File: config.mk
export PLATFORM = sky130hd
export DESIGN_NAME = mul_norm_shift
export DESIGN_NICKNAME = d
export VERILOG_FILES = /design/src/rtl/mul_norm_shift.sv
export SDC_FILE = /design/constraint.sdc
export NUM_CORES = 1
export LEC_CHECK = 0
export ABC_AREA = 1
export BUFFER_PORTS_ARGS = -buffer_cell sky130_fd_sc_hd__buf_2
export CAP_MARGIN = 5
export CORE_MARGIN = 4
export CORE_UTILIZATION = 42
export CTS_CLUSTER_SIZE = 12
export DETAILED_ROUTE_END_ITERATION = 10
export GPL_TIMING_DRIVEN = 0
export SLEW_MARGIN = 30
export SYNTH_ARGS = -nofsm -noshare
export SYNTH_HDL_FRONTEND = slang
export SYNTH_SLANG_ARGS = --single-unit
export TNS_END_PERCENT = 30
File: constraint.sdc
create_clock -name i_clk -period 1.76 [get_ports i_clk]
set_input_delay 0.352 -clock i_clk [delete_from_list [all_inputs] [get_ports i_clk]]
set_output_delay 0.352 -clock i_clk [all_outputs]
set_load 0.01 [all_outputs]
File: src/rtl/mul_norm_shift.sv
// Post-multiply normalizer: applies the leading-one position to a product mantissa over a 2-stage valid/ready pipeline.
// Define MUL_NORM_DENORM_EN for gradual underflow; left undefined, underflowing results are flushed to zero.
module mul_norm_shift #(
  parameter int MANT_W = 24,
  parameter int EXP_W  = 8,
  parameter int CNT_W  = 5
) (
  input  logic              i_clk,
  input  logic              i_rst_n,
  input  logic              i_valid,
  output logic              o_ready,
  input  logic              i_sign,
  input  logic [EXP_W-1:0]  i_exp,
  input  logic [MANT_W-1:0] i_mant,
  input  logic [CNT_W-1:0]  i_pos_one,
  input  logic              i_zero_flag,
  output logic              o_valid,
  input  logic              i_ready,
  output logic              o_sign,
  output logic [EXP_W-1:0]  o_exp,
  output logic [MANT_W-1:0] o_mant,
  output logic              o_zero,
  output logic              o_underflow
);

  localparam logic [EXP_W-1:0]  EXP_ZERO  = {EXP_W{1'b0}};
  localparam logic [MANT_W-1:0] MANT_ZERO = {MANT_W{1'b0}};
  localparam logic [CNT_W-1:0]  CNT_ZERO  = {CNT_W{1'b0}};
`ifdef MUL_NORM_DENORM_EN
  localparam logic [EXP_W-1:0]  EXP_ONE   = {{(EXP_W-1){1'b0}}, 1'b1};
`endif

  logic              dec_zero_case;
  logic [CNT_W-1:0]  dec_sh;
  logic [EXP_W-1:0]  dec_exp;
  logic [MANT_W-1:0] dec_mant;
  logic              dec_zero;
  logic              dec_uf;

  logic              s1_valid_q, s1_valid_d;
  logic              s1_sign_q, s1_sign_d;
  logic [MANT_W-1:0] s1_mant_q, s1_mant_d;
  logic [CNT_W-1:0]  s1_sh_q, s1_sh_d;
  logic [EXP_W-1:0]  s1_exp_q, s1_exp_d;
  logic              s1_zero_q, s1_zero_d;
  logic              s1_uf_q, s1_uf_d;

  logic              o_valid_q, o_valid_d;
  logic              o_sign_q, o_sign_d;
  logic [EXP_W-1:0]  o_exp_q, o_exp_d;
  logic [MANT_W-1:0] o_mant_q, o_mant_d;
  logic              o_zero_q, o_zero_d;
  logic              o_uf_q, o_uf_d;

  logic s2_en;
  logic s1_en;
  logic accept;
  logic s2_load;

  // A stage advances when it is empty or the stage after it is advancing.
  assign s2_en   = ~o_valid_q | i_ready;
  assign s1_en   = ~s1_valid_q | s2_en;
  assign o_ready = s1_en;
  assign accept  = i_valid & s1_en;
  assign s2_load = s2_en & s1_valid_q;

  // Classify the incoming beat and pick the effective shift and exponent.
  always_comb begin
    dec_zero_case = i_zero_flag | (int'(i_pos_one) >= MANT_W);
    dec_sh   = CNT_ZERO;
    dec_exp  = EXP_ZERO;
    dec_mant = i_mant;
    dec_zero = 1'b0;
    dec_uf   = 1'b0;
    if (dec_zero_case) begin
      dec_zero = 1'b1;
    end else if (i_exp == EXP_ZERO) begin
      dec_uf = 1'b1;
`ifndef MUL_NORM_DENORM_EN
      dec_mant = MANT_ZERO;
      dec_zero = 1'b1;
`endif
    end else if (int'(i_exp) > int'(i_pos_one)) begin
      dec_sh  = i_pos_one;
      dec_exp = i_exp - EXP_W'(i_pos_one);
    end else begin
      // 1 <= i_exp <= i_pos_one < MANT_W, so i_exp-1 always fits the shift count.
      dec_uf = 1'b1;
`ifdef MUL_NORM_DENORM_EN
      dec_sh = CNT_W'(i_exp - EXP_ONE);
`else
      dec_mant = MANT_ZERO;
      dec_zero = 1'b1;
`endif
    end
  end

  // Stage 1 next state: capture an accepted beat, drain when stage 2 takes it.
  always_comb begin
    s1_valid_d = s1_valid_q;
    s1_sign_d  = s1_sign_q;
    s1_mant_d  = s1_mant_q;
    s1_sh_d    = s1_sh_q;
    s1_exp_d   = s1_exp_q;
    s1_zero_d  = s1_zero_q;
    s1_uf_d    = s1_uf_q;
    if (s1_en) begin
      s1_valid_d = i_valid;
    end else begin
      s1_valid_d = s1_valid_q;
    end
    if (accept) begin
      s1_sign_d = i_sign;
      s1_mant_d = dec_mant;
      s1_sh_d   = dec_sh;
      s1_exp_d  = dec_exp;
      s1_zero_d = dec_zero;
      s1_uf_d   = dec_uf;
    end else begin
      s1_sign_d = s1_sign_q;
      s1_mant_d = s1_mant_q;
    end
  end

  // Stage 2 next state: apply the shift and present the result.
  always_comb begin
    o_valid_d = o_valid_q;
    o_sign_d  = o_sign_q;
    o_exp_d   = o_exp_q;
    o_mant_d  = o_mant_q;
    o_zero_d  = o_zero_q;
    o_uf_d    = o_uf_q;
    if (s2_en) begin
      o_valid_d = s1_valid_q;
    end else begin
      o_valid_d = o_valid_q;
    end
    if (s2_load) begin
      o_sign_d = s1_sign_q;
      o_exp_d  = s1_exp_q;
      o_mant_d = s1_mant_q << s1_sh_q;
      o_zero_d = s1_zero_q;
      o_uf_d   = s1_uf_q;
    end else begin
      o_sign_d = o_sign_q;
      o_mant_d = o_mant_q;
    end
  end

  // Pipeline registers; reset discards any in-flight beats.
  always_ff @(posedge i_clk or negedge i_rst_n) begin
    if (!i_rst_n) begin
      s1_valid_q <= 1'b0;
      s1_sign_q  <= 1'b0;
      s1_mant_q  <= MANT_ZERO;
      s1_sh_q    <= CNT_ZERO;
      s1_exp_q   <= EXP_ZERO;
      s1_zero_q  <= 1'b0;
      s1_uf_q    <= 1'b0;
      o_valid_q  <= 1'b0;
      o_sign_q   <= 1'b0;
      o_exp_q    <= EXP_ZERO;
      o_mant_q   <= MANT_ZERO;
      o_zero_q   <= 1'b0;
      o_uf_q     <= 1'b0;
    end else begin
      s1_valid_q <= s1_valid_d;
      s1_sign_q  <= s1_sign_d;
      s1_mant_q  <= s1_mant_d;
      s1_sh_q    <= s1_sh_d;
      s1_exp_q   <= s1_exp_d;
      s1_zero_q  <= s1_zero_d;
      s1_uf_q    <= s1_uf_d;
      o_valid_q  <= o_valid_d;
      o_sign_q   <= o_sign_d;
      o_exp_q    <= o_exp_d;
      o_mant_q   <= o_mant_d;
      o_zero_q   <= o_zero_d;
      o_uf_q     <= o_uf_d;
    end
  end

  assign o_valid     = o_valid_q;
  assign o_sign      = o_sign_q;
  assign o_exp       = o_exp_q;
  assign o_mant      = o_mant_q;
  assign o_zero      = o_zero_q;
  assign o_underflow = o_uf_q;

endmodule
* Yosys cells after proc, flatten, opt, wreduce, memory -nomap -nowiden
Index checks and enable logic that the tools add are counted.
** Operators by class
- Multiplexer cells :: 13
- Bitwise operators :: 7
- Add/sub/neg operators :: 1
- Shift-type cells :: 1
- Reductions and logical operators :: 1
- Magnitude comparators :: 2
** Operators with widths (count)
- two-way mux 24 bit :: 3
- two-way mux 8 bit :: 3
- left shift 24 x 5 -> 24 bit :: 1
- two-way mux 5 bit :: 3
- greater-than comparator 8 x 5 -> 1 bit :: 1
- logical NOT 8 bit :: 1
- subtractor 8 x 5 -> 8 bit :: 1
- >= comparator 5 bit (second input constant) :: 1
- two-way mux 1 bit :: 4
- bitwise OR 1 bit :: 3
- AND 1 bit :: 2
- inverter 1 bit :: 2
** Word-level totals
- Input bits :: 43
- Output and inout port bits :: 37
- Register bits after elaboration :: 77
- Word-level logic and storage cells :: 38

* Longest topological paths before layout
Gate-level depths: netlist of the first run.
- Depth after elaboration :: 4
- Depth in mapped cells :: 12
- Gate-level depth less buffers :: 11

* Least setup slack after synthesis of the first run
OpenSTA, ideal clock, no wires.
- Kind :: in2reg
- From :: input i_exp[0]
- To :: register s1_zero_q
- Stages on the path :: 11
- Setup slack :: -46 ps
- Setup time :: 117 ps
- Buffers on the path :: 0
- Required time :: 1643 ps
- Arrival :: 1689 ps
- Cells stage by stage :: inv_1 ha_1 fa_1 o21ai_2 nand2_2 nand2_2 nand2_2 nand2_4 nand2_4 o21ai_1 inv_1
** On the way
- Longest elaborated chain between the ends :: 4
- Elaborated cells between the ends (all ways) :: 5
- Classes of those cells :: order compare: 1; mux: 3; reduce/logical: 1
** Ends and longest elaborated chain
- start, declared :: RTL line 13 : input logic [EXP_W-1:0] i_exp,
- greater-than comparator 8 x 5 -> 1 bit :: RTL line 83 : end else if (int'(i_exp) > int'(i_pos_one)) begin
- two-way mux 1 bit :: RTL line 83
- two-way mux 1 bit (*) :: RTL line 77 : end else if (i_exp == EXP_ZERO) begin
- two-way mux 1 bit (*) :: RTL line 75 : if (dec_zero_case) begin
- end signal, assigned :: RTL line 172 : s1_zero_q <= s1_zero_d;
- end, declared :: RTL line 45 : logic s1_zero_q, s1_zero_d;
Every way passes the cells marked *; elsewhere a longest branch is shown, timed or not.
A chain may end at the register's enable or synchronous reset.

* Worst setup path after layout of the first run
- From :: register s1_sh_q[1]
- To :: register o_mant_q[9], in the netlist o_mant[9]
** On the way
- Longest elaborated chain between the ends :: 1
** Ends and longest elaborated chain
- start, declared :: RTL line 43 : logic [CNT_W-1:0] s1_sh_q, s1_sh_d;
- start signal, assigned :: RTL line 170 : s1_sh_q <= s1_sh_d;
- left shift 24 x 5 -> 24 bit :: RTL line 141 : o_mant_d = s1_mant_q << s1_sh_q;
- end signal, assigned :: RTL line 177 : o_mant_q <= o_mant_d;
- end, declared :: RTL line 51 : logic [MANT_W-1:0] o_mant_q, o_mant_d;
Every way passes these cells.

==> results of run 1 <==
-- worst register-to-register path: cells and delay by family (launching register included) --
family / cells / cell delay, ns
AO/OA/AOI/OAI: 1 / 0.17
AND/OR/NAND/NOR: 4 / 0.44
buffers and inverters: 2 / 0.47
flip-flops: 1 / 0.47
-- layer usage --
layer,global-route usage,vias to the layer above,part of all wire
li1,-,2130,-
met1,0.318,2060,0.47
met2,0.350,142,0.45
met3,0.0570,21,0.063
met4,0.0721,0,0.021
met5,0,-,0
-- sequential cells by signal, indices dropped and copies added, names as in the netlist, 5 cells and up --
signal and count:
s1_sh_q 5, s1_exp_q 8, o_exp 8, s1_mant_q 24, o_mant 24
-- area by class of cell --
class / instances / area [um^2] / share of cell area
sequential: 77 / 1930 / 0.373
multi-input combinational: 443 / 2110 / 0.409
timing repair buffer: 81 / 435 / 0.0844
clock buffer: 10 / 128 / 0.0247
inverter: 36 / 138 / 0.0267
clock inverter: 6 / 68.8 / 0.0133
buffer: 33 / 189 / 0.0366
tap: 133 / 166 / 0.0322
-- stage by stage --
step | power [mW] | instances
CTS | 5.86 | 819
global placement | 4.44 | 801
floorplan | 3.65 | 589
finish | 5.82 | 819
global route | 6.23 | 819
detailed placement | 4.46 | 802
-- logic make-up after synthesis --
family	count (synthesis)	synth area share
AOI/OAI and AO/OA	57	0.0781
buffers and inverters	69	0.0741
xor gates and xnor gates	3	0.00603
DFF	77	0.442
adders and majority gates	6	0.0190
and+or+nand+nor	377	0.381
-- worst max-delay path by stage --
stage	to	slack, ns	cells after the start
after global placement	s1_mant_q[21]	-0.25	12
after global routing	s1_mant_q[21]	-0.01	6
after detailed placement	s1_mant_q[21]	-0.25	12
after floorplan	s1_zero_q	0.04	11
final	o_mant[9]	0.11	7
after CTS	o_mant[21]	0.06	6
-- where the power goes --
part | internal, mW | total (mW) | switching, mW
clock | 0.666 | 1.40 | 0.735
sequential | 2.16 | 2.41 | 0.245
combinational | 0.728 | 2.01 | 1.29
total | 3.56 | 5.82 | 2.27
-- cells in the final DEF, fill, tap and decap left out, types with 2 or more instances in the layout --
master | Yosys | layout
o21bai_1 | 8 | 8
o211ai_1 | 3 | 3
nand4_1 | 4 | 4
a21oi_1 | 10 | 10
clkbuf_8 | 0 | 9
dfrtp_1 | 77 | 77
nand2_2 | 4 | 4
inv_1 | 32 | 32
buf_2 | 10 | 87
inv_6 | 0 | 2
nand2_4 | 2 | 2
buf_6 | 5 | 5
nor3_1 | 2 | 2
ha_1 | 5 | 5
a31oi_1 | 2 | 2
inv_2 | 2 | 2
nor2_1 | 21 | 21
buf_4 | 3 | 4
o21ai_0 | 26 | 26
nand2_1 | 200 | 200
clkbuf_1 | 14 | 14
o31ai_1 | 2 | 2
xnor2_1 | 2 | 2
nand3_1 | 140 | 140
-- what timing repair did --
item | CTS | global route
setup buffers | 0 | 0
gates resized for setup | 0 | 3
endpoints found under the hold margin | 27 | 0
hold buffers | 1 | 0
endpoints found under the setup margin | 0 | 6
==> results by group, run 1 <==
Placement
  • Gpl congestion: 0.971
  • HPWL Detailed: 10,200 um
  • Port Buffer Count: 79
  • Post-place instance area: 0.00495 mm^2
  • Place WS: -0.255 ns

Worst hold path
  • Depth of the worst hold-timing path: 3
  • Hold_sp: i_sign
  • Hold Crit Endpoint: s1_sign_q
  • Worst min-delay path category: input port to register

Synth
  • Syn. warnings: 0
  • Avg Cell Area, Syn: 7.40 um^2
  • Distinct cells, synth: 37
  • Most frequent cell after synthesis: nand2_1
  • Top cells by area, synth: dfrtp_1 44%, nand2_1 17%, nand3_1 16%
  • Post-synth top flop: dfrtp_1
  • Asr flop ratio synth: 1.00
  • Seq cells post-synth: 77
  • Synth top area share: 0.442
  • Synth area leader: dfrtp_1
  • Cell area after synthesis: 0.00436 mm^2
  • Number of synthesized flops with an enable pin: 0
  • Top post-synthesis cells by count: 200 x nand2_1, 140 x nand3_1, 77 x dfrtp_1
  • Cells after synthesis: 589
  • Sequential fraction of the synthesis area: 0.442
  • Syn nets: 638

Clock tree
  • Clk slew on worst S/H paths: 0.09 ns
  • Clock Latency Late Sink: 0.37 ns
  • Root Buffer Master: clkbuf_8
  • Max Buffers Root-to-Sink: 2
  • CTS H-tree lvls: 3
  • CTS tree: done
  • Clock sinks: 77
  • Cts bufs inserted: 9

GRT
  • Vias in the first global route: 4,188
  • Total grt overflow: 0
  • Antenna violations before repair: 0
  • First-pass GRT wire length: 21,100 um
  • Largest net degree at the start of global routing: 51
  • GRT Util Overall: 0.229

Timing
  • Max Freq: 608 MHz
  • Clock Skews: 0.0127 ns
  • Max_slew headroom: 0.647
  • Post-layout min period: 1.65 ns
  • Fin. Hold Viols: 0
  • Setup TNS: 0 ns
  • RSZ-0062 raised after global routing: yes
  • Final Slew Violations: 0
  • Worst setup margin: 0.114 ns
  • Final setup fails: 0
  • Period utilization: 0.935
  • Worst Max-Slew Pin Slew: 0.530 ns
  • Hold_ws: 0.199 ns

Floorplan
  • Die area: 0.0121 mm^2
  • # rows: 36
  • Die Height: 110 um
  • CORE AREA: 0.00995 mm^2
  • Initial core utilization: 0.438
  • IO Count: 80
  • Die Width: 110 um

Critical path
  • FF-to-FF Start: s1_sh_q[1]
  • Reg2Reg Depth: 7
  • CP max-delay cell: dfrtp_1
  • CP startpoint: s1_sh_q[1]
  • Most frequent CP cell: nand3_1
  • Critical path fanouts, max: 10
  • R2r setup slk: 0.11 ns
  • CP startpoint kind: register
  • Reg2reg end: o_mant[9]
  • CP delay by family, top: flip-flops
  • CP max stage delay: 0.47 ns
  • CP arrival: 1.90 ns
  • Crit path cell chain: inv_2, buf_2, nand3_1, nand3_1, nand3_1, o211ai_1, nand2_1
  • Crit Path Class: register to register
  • Critical Path RT: 2.01 ns
  • Worst setup EP type: register
  • Worst Path Buf+Inv: 2

Run
  • Max Cap Viol: 0

Pwr
  • Worst vdd ir: 0.547 mV
  • Lkg Pwr: 2.73 nW
  • P per Cell Area: 1130 mW/mm^2

Route
  • Per-cell routed wire length: 15.9 um
  • DR DRC count: 0
  • Wirelength, routed: 13,000 um
  • Routed vias/inst: 5.32
  • DRT iter0 DRCs: 315
  • Via count: 4,353
  • DR pass1 iterations: 5
  • Final ANT Viol Nets: 0

Outcome
  • Status: completed

Finish
  • Final core utilization: 0.518
  • Layout area overhead: 18.5%
  • Layout fillers: 1,015
  • Layout cells sized above 1: 0.190
  • Fin nets: 730
  • Final instance area: 0.00516 mm^2
  • N_diodes: 0
(Power assumes the default switching activity.)
==> inputs of run 2 (changes only) <==
--- a/config.mk
+++ b/config.mk
@@ -13,6 +13,7 @@
 export CTS_CLUSTER_SIZE = 12
 export DETAILED_ROUTE_END_ITERATION = 10
 export GPL_TIMING_DRIVEN = 0
+export RECOVER_POWER = 25
 export SLEW_MARGIN = 30
 export SYNTH_ARGS = -nofsm -noshare
 export SYNTH_HDL_FRONTEND = slang
==> run 2 against run 1 <==
Against the previous run: non-clock buffer count unchanged; via count down 0.14%; sequential power about the same; global-route usage unchanged; utilization down 0.19 points; final cell count unchanged; sequential share of layout area up 0.14 points; design area down 0.36%; worst hold slack about the same; clock power about the same; combinational power about the same; highest routed layer unchanged.
==> results by group, run 2 (synthesized netlist as in run 1, its figures left out) <==
Outcome
  • Status: completed (unchanged)

Placement
  • HPWL Detailed: 10,200 um (unchanged)
  • Post-place instance area: 0.00495 mm^2 (unchanged)
  • Port Buffer Count: 79 (unchanged)
  • Placed insts: 802 (unchanged)
  • Gpl congestion: 0.971 (unchanged)

Critical path
  • Reg2reg end: o_mant[9] (unchanged)
  • Crit path depth: 7 (unchanged)
  • Most frequent CP cell: nand3_1 (unchanged)
  • FF-to-FF Start: s1_sh_q[1] (unchanged)
  • Worst Path Buf+Inv: 2 (unchanged)
  • CP max-delay cell: dfrtp_1 (unchanged)
  • Reg2Reg Depth: 7 (unchanged)
  • CP max stage delay: 0.47 ns (about the same)
  • Crit path cell chain: inv_2, buf_2, nand3_1, nand3_1, nand3_1, o211ai_1, nand2_1 (unchanged)
  • CP startpoint kind: register (unchanged)
  • Worst setup EP type: register (unchanged)
  • Crit Path Class: register to register (unchanged)
  • Critical Path RT: 2.01 ns (about the same)
  • R2r setup slk: 0.11 ns (about the same)
  • CP delay by family, top: flip-flops (unchanged)
  • CP startpoint: s1_sh_q[1] (unchanged)
  • Critical path fanouts, max: 10 (unchanged)
  • CP arrival: 1.90 ns (about the same)

Clock tree
  • Cts bufs inserted: 9 (unchanged)
  • Clock Latency Late Sink: 0.37 ns (about the same)
  • CTS tree: done (unchanged)
  • Clk slew on worst S/H paths: 0.09 ns (about the same)
  • Max Buffers Root-to-Sink: 2 (unchanged)
  • CTS H-tree lvls: 3 (unchanged)
  • Root Buffer Master: clkbuf_8 (unchanged)
  • Clock sinks: 77 (unchanged)

Timing
  • Worst Max-Slew Pin Slew: 0.717 ns (was 0.530 ns)
  • Post-layout min period: 1.65 ns (about the same)
  • Max Freq: 608 MHz (about the same)
  • Max_slew headroom: 0.522 (was 0.647)
  • RSZ-0062 raised after global routing: yes (unchanged)
  • Final Slew Violations: 0 (unchanged)
  • Final setup fails: 0 (unchanged)
  • Fin. Hold Viols: 0 (unchanged)
  • Period utilization: 0.935 (about the same)
  • Setup TNS: 0 ns (unchanged)
  • Clock Skews: 0.0127 ns (about the same)

Worst hold path
  • Depth of the worst hold-timing path: 3 (unchanged)
  • Worst min-delay path category: input port to register (unchanged)
  • Hold_sp: i_sign (unchanged)
  • Hold Crit Endpoint: s1_sign_q (unchanged)

Floorplan
  • # rows: 36 (unchanged)
  • Die Width: 110 um (unchanged)
  • CORE AREA: 0.00995 mm^2 (unchanged)
  • IO Count: 80 (unchanged)
  • Initial core utilization: 0.438 (unchanged)
  • Die area: 0.0121 mm^2 (unchanged)
  • Die Height: 110 um (unchanged)

Pwr
  • Lkg Pwr: 2.72 nW (was 2.73 nW)
  • P per Cell Area: 1130 mW/mm^2 (about the same)
  • Worst vdd ir: 0.547 mV (about the same)
  • Total power: 5.82 mW (about the same)

Route
  • DR pass1 iterations: 5 (unchanged)
  • Via count: 4,347 (was 4,353)
  • DR DRC count: 0 (unchanged)
  • Per-cell routed wire length: 15.9 um (about the same)
  • Final ANT Viol Nets: 0 (unchanged)
  • Routed vias/inst: 5.31 (was 5.32)
  • Wirelength, routed: 13,000 um (about the same)
  • DRT iter0 DRCs: 315 (unchanged)

GRT
  • Total grt overflow: 0 (unchanged)
  • Antenna violations before repair: 0 (unchanged)
  • GRT Util Overall: 0.229 (unchanged)
  • First-pass GRT wire length: 21,100 um (unchanged)
  • Largest net degree at the start of global routing: 51 (unchanged)
  • Vias in the first global route: 4,188 (unchanged)

Run
  • Max Cap Viol: 0 (unchanged)

Finish
  • Commonest cells after routing, fill and taps aside: 200 x nand2_1, 140 x nand3_1, 87 x buf_2, 77 x dfrtp_1, 32 x inv_1 (unchanged)
  • Fin nets: 730 (unchanged)
  • N_diodes: 0 (unchanged)
  • Layout cells sized above 1: 0.190 (unchanged)
  • Final core utilization: 0.517 (was 0.518)
  • Commonest non-fill, non-tap cell in the layout: nand2_1 (unchanged)
  • Fin cells: 819 (unchanged)
  • Final instance area: 0.00514 mm^2 (was 0.00516 mm^2)
  • Layout fillers: 1,019 (was 1,015)
  • Layout area overhead: 18.0% (was 18.5%)
-- run 2: cell types whose count changed in the layout (fill, tap and decap cells not counted) --
cell      before  now
buf_16         1    0
buf_4          4    3
buf_6          5    6
clkbuf_2       1    2
-- run 2: tightest hold or removal path: stages --
cell and delay (ns):
buf_2 0.08, nand2_1 0.04, o21ai_0 0.06
-- run 2: where the power goes --
part	internal, mW	switching [mW]	leakage (nW)	total, mW
clock network	0.666	0.736	0.0973	1.40
logic	0.723	1.29	1.66	2.01
registers	2.16	0.245	0.970	2.41
total	3.55	2.27	2.72	5.82
-- run 2: per-stage QoR --
step	hold WS (ns)	setup WS, ns
detailed placement	0.305	-0.255
finish	0.199	0.115
global placement	0.461	-0.246
CTS	0.181	0.0599
floorplan	0.0564	0.0354
global route	0.194	-0.0107
-- run 2: worst max-delay path by stage --
stage	to
3_3_place_gp	s1_mant_q[21]
5_1_grt	s1_mant_q[21]
6_report	o_mant[9]
2_1_floorplan	s1_zero_q
3_5_place_dp	s1_mant_q[21]
4_1_cts	o_mant[21]
-- run 2: repair_timing --
item | CTS | global route
endpoints found under the setup margin | 0 | 6
hold endpoints to repair | 27 | 0
setup buffers | 0 | 0
resized for setup | 0 | 3
hold buffers | 1 | 0
-- run 2: layer usage --
metal | wire, um | global-route usage | vias to the layer above
met2 | 5910 | 0.350 | 142
li1 | - | - | 2130
met3 | 831 | 0.0570 | 19
met1 | 6060 | 0.318 | 2056
met5 | 0 | 0 | -
met4 | 244 | 0.0721 | 0
-- run 2: final cells by class --
| class | count | area, um^2 | share of cell area |
|---|---|---|---|
| clock inverters | 6 | 68.8 | 0.0134 |
| repair buffers | 81 | 417 | 0.0810 |
| multi-input cells | 443 | 2110 | 0.410 |
| plain buffers | 33 | 189 | 0.0367 |
| well taps | 133 | 166 | 0.0324 |
| clock buffers | 10 | 128 | 0.0248 |
| flip-flops and latches | 77 | 1930 | 0.375 |
| inverters | 36 | 138 | 0.0268 |
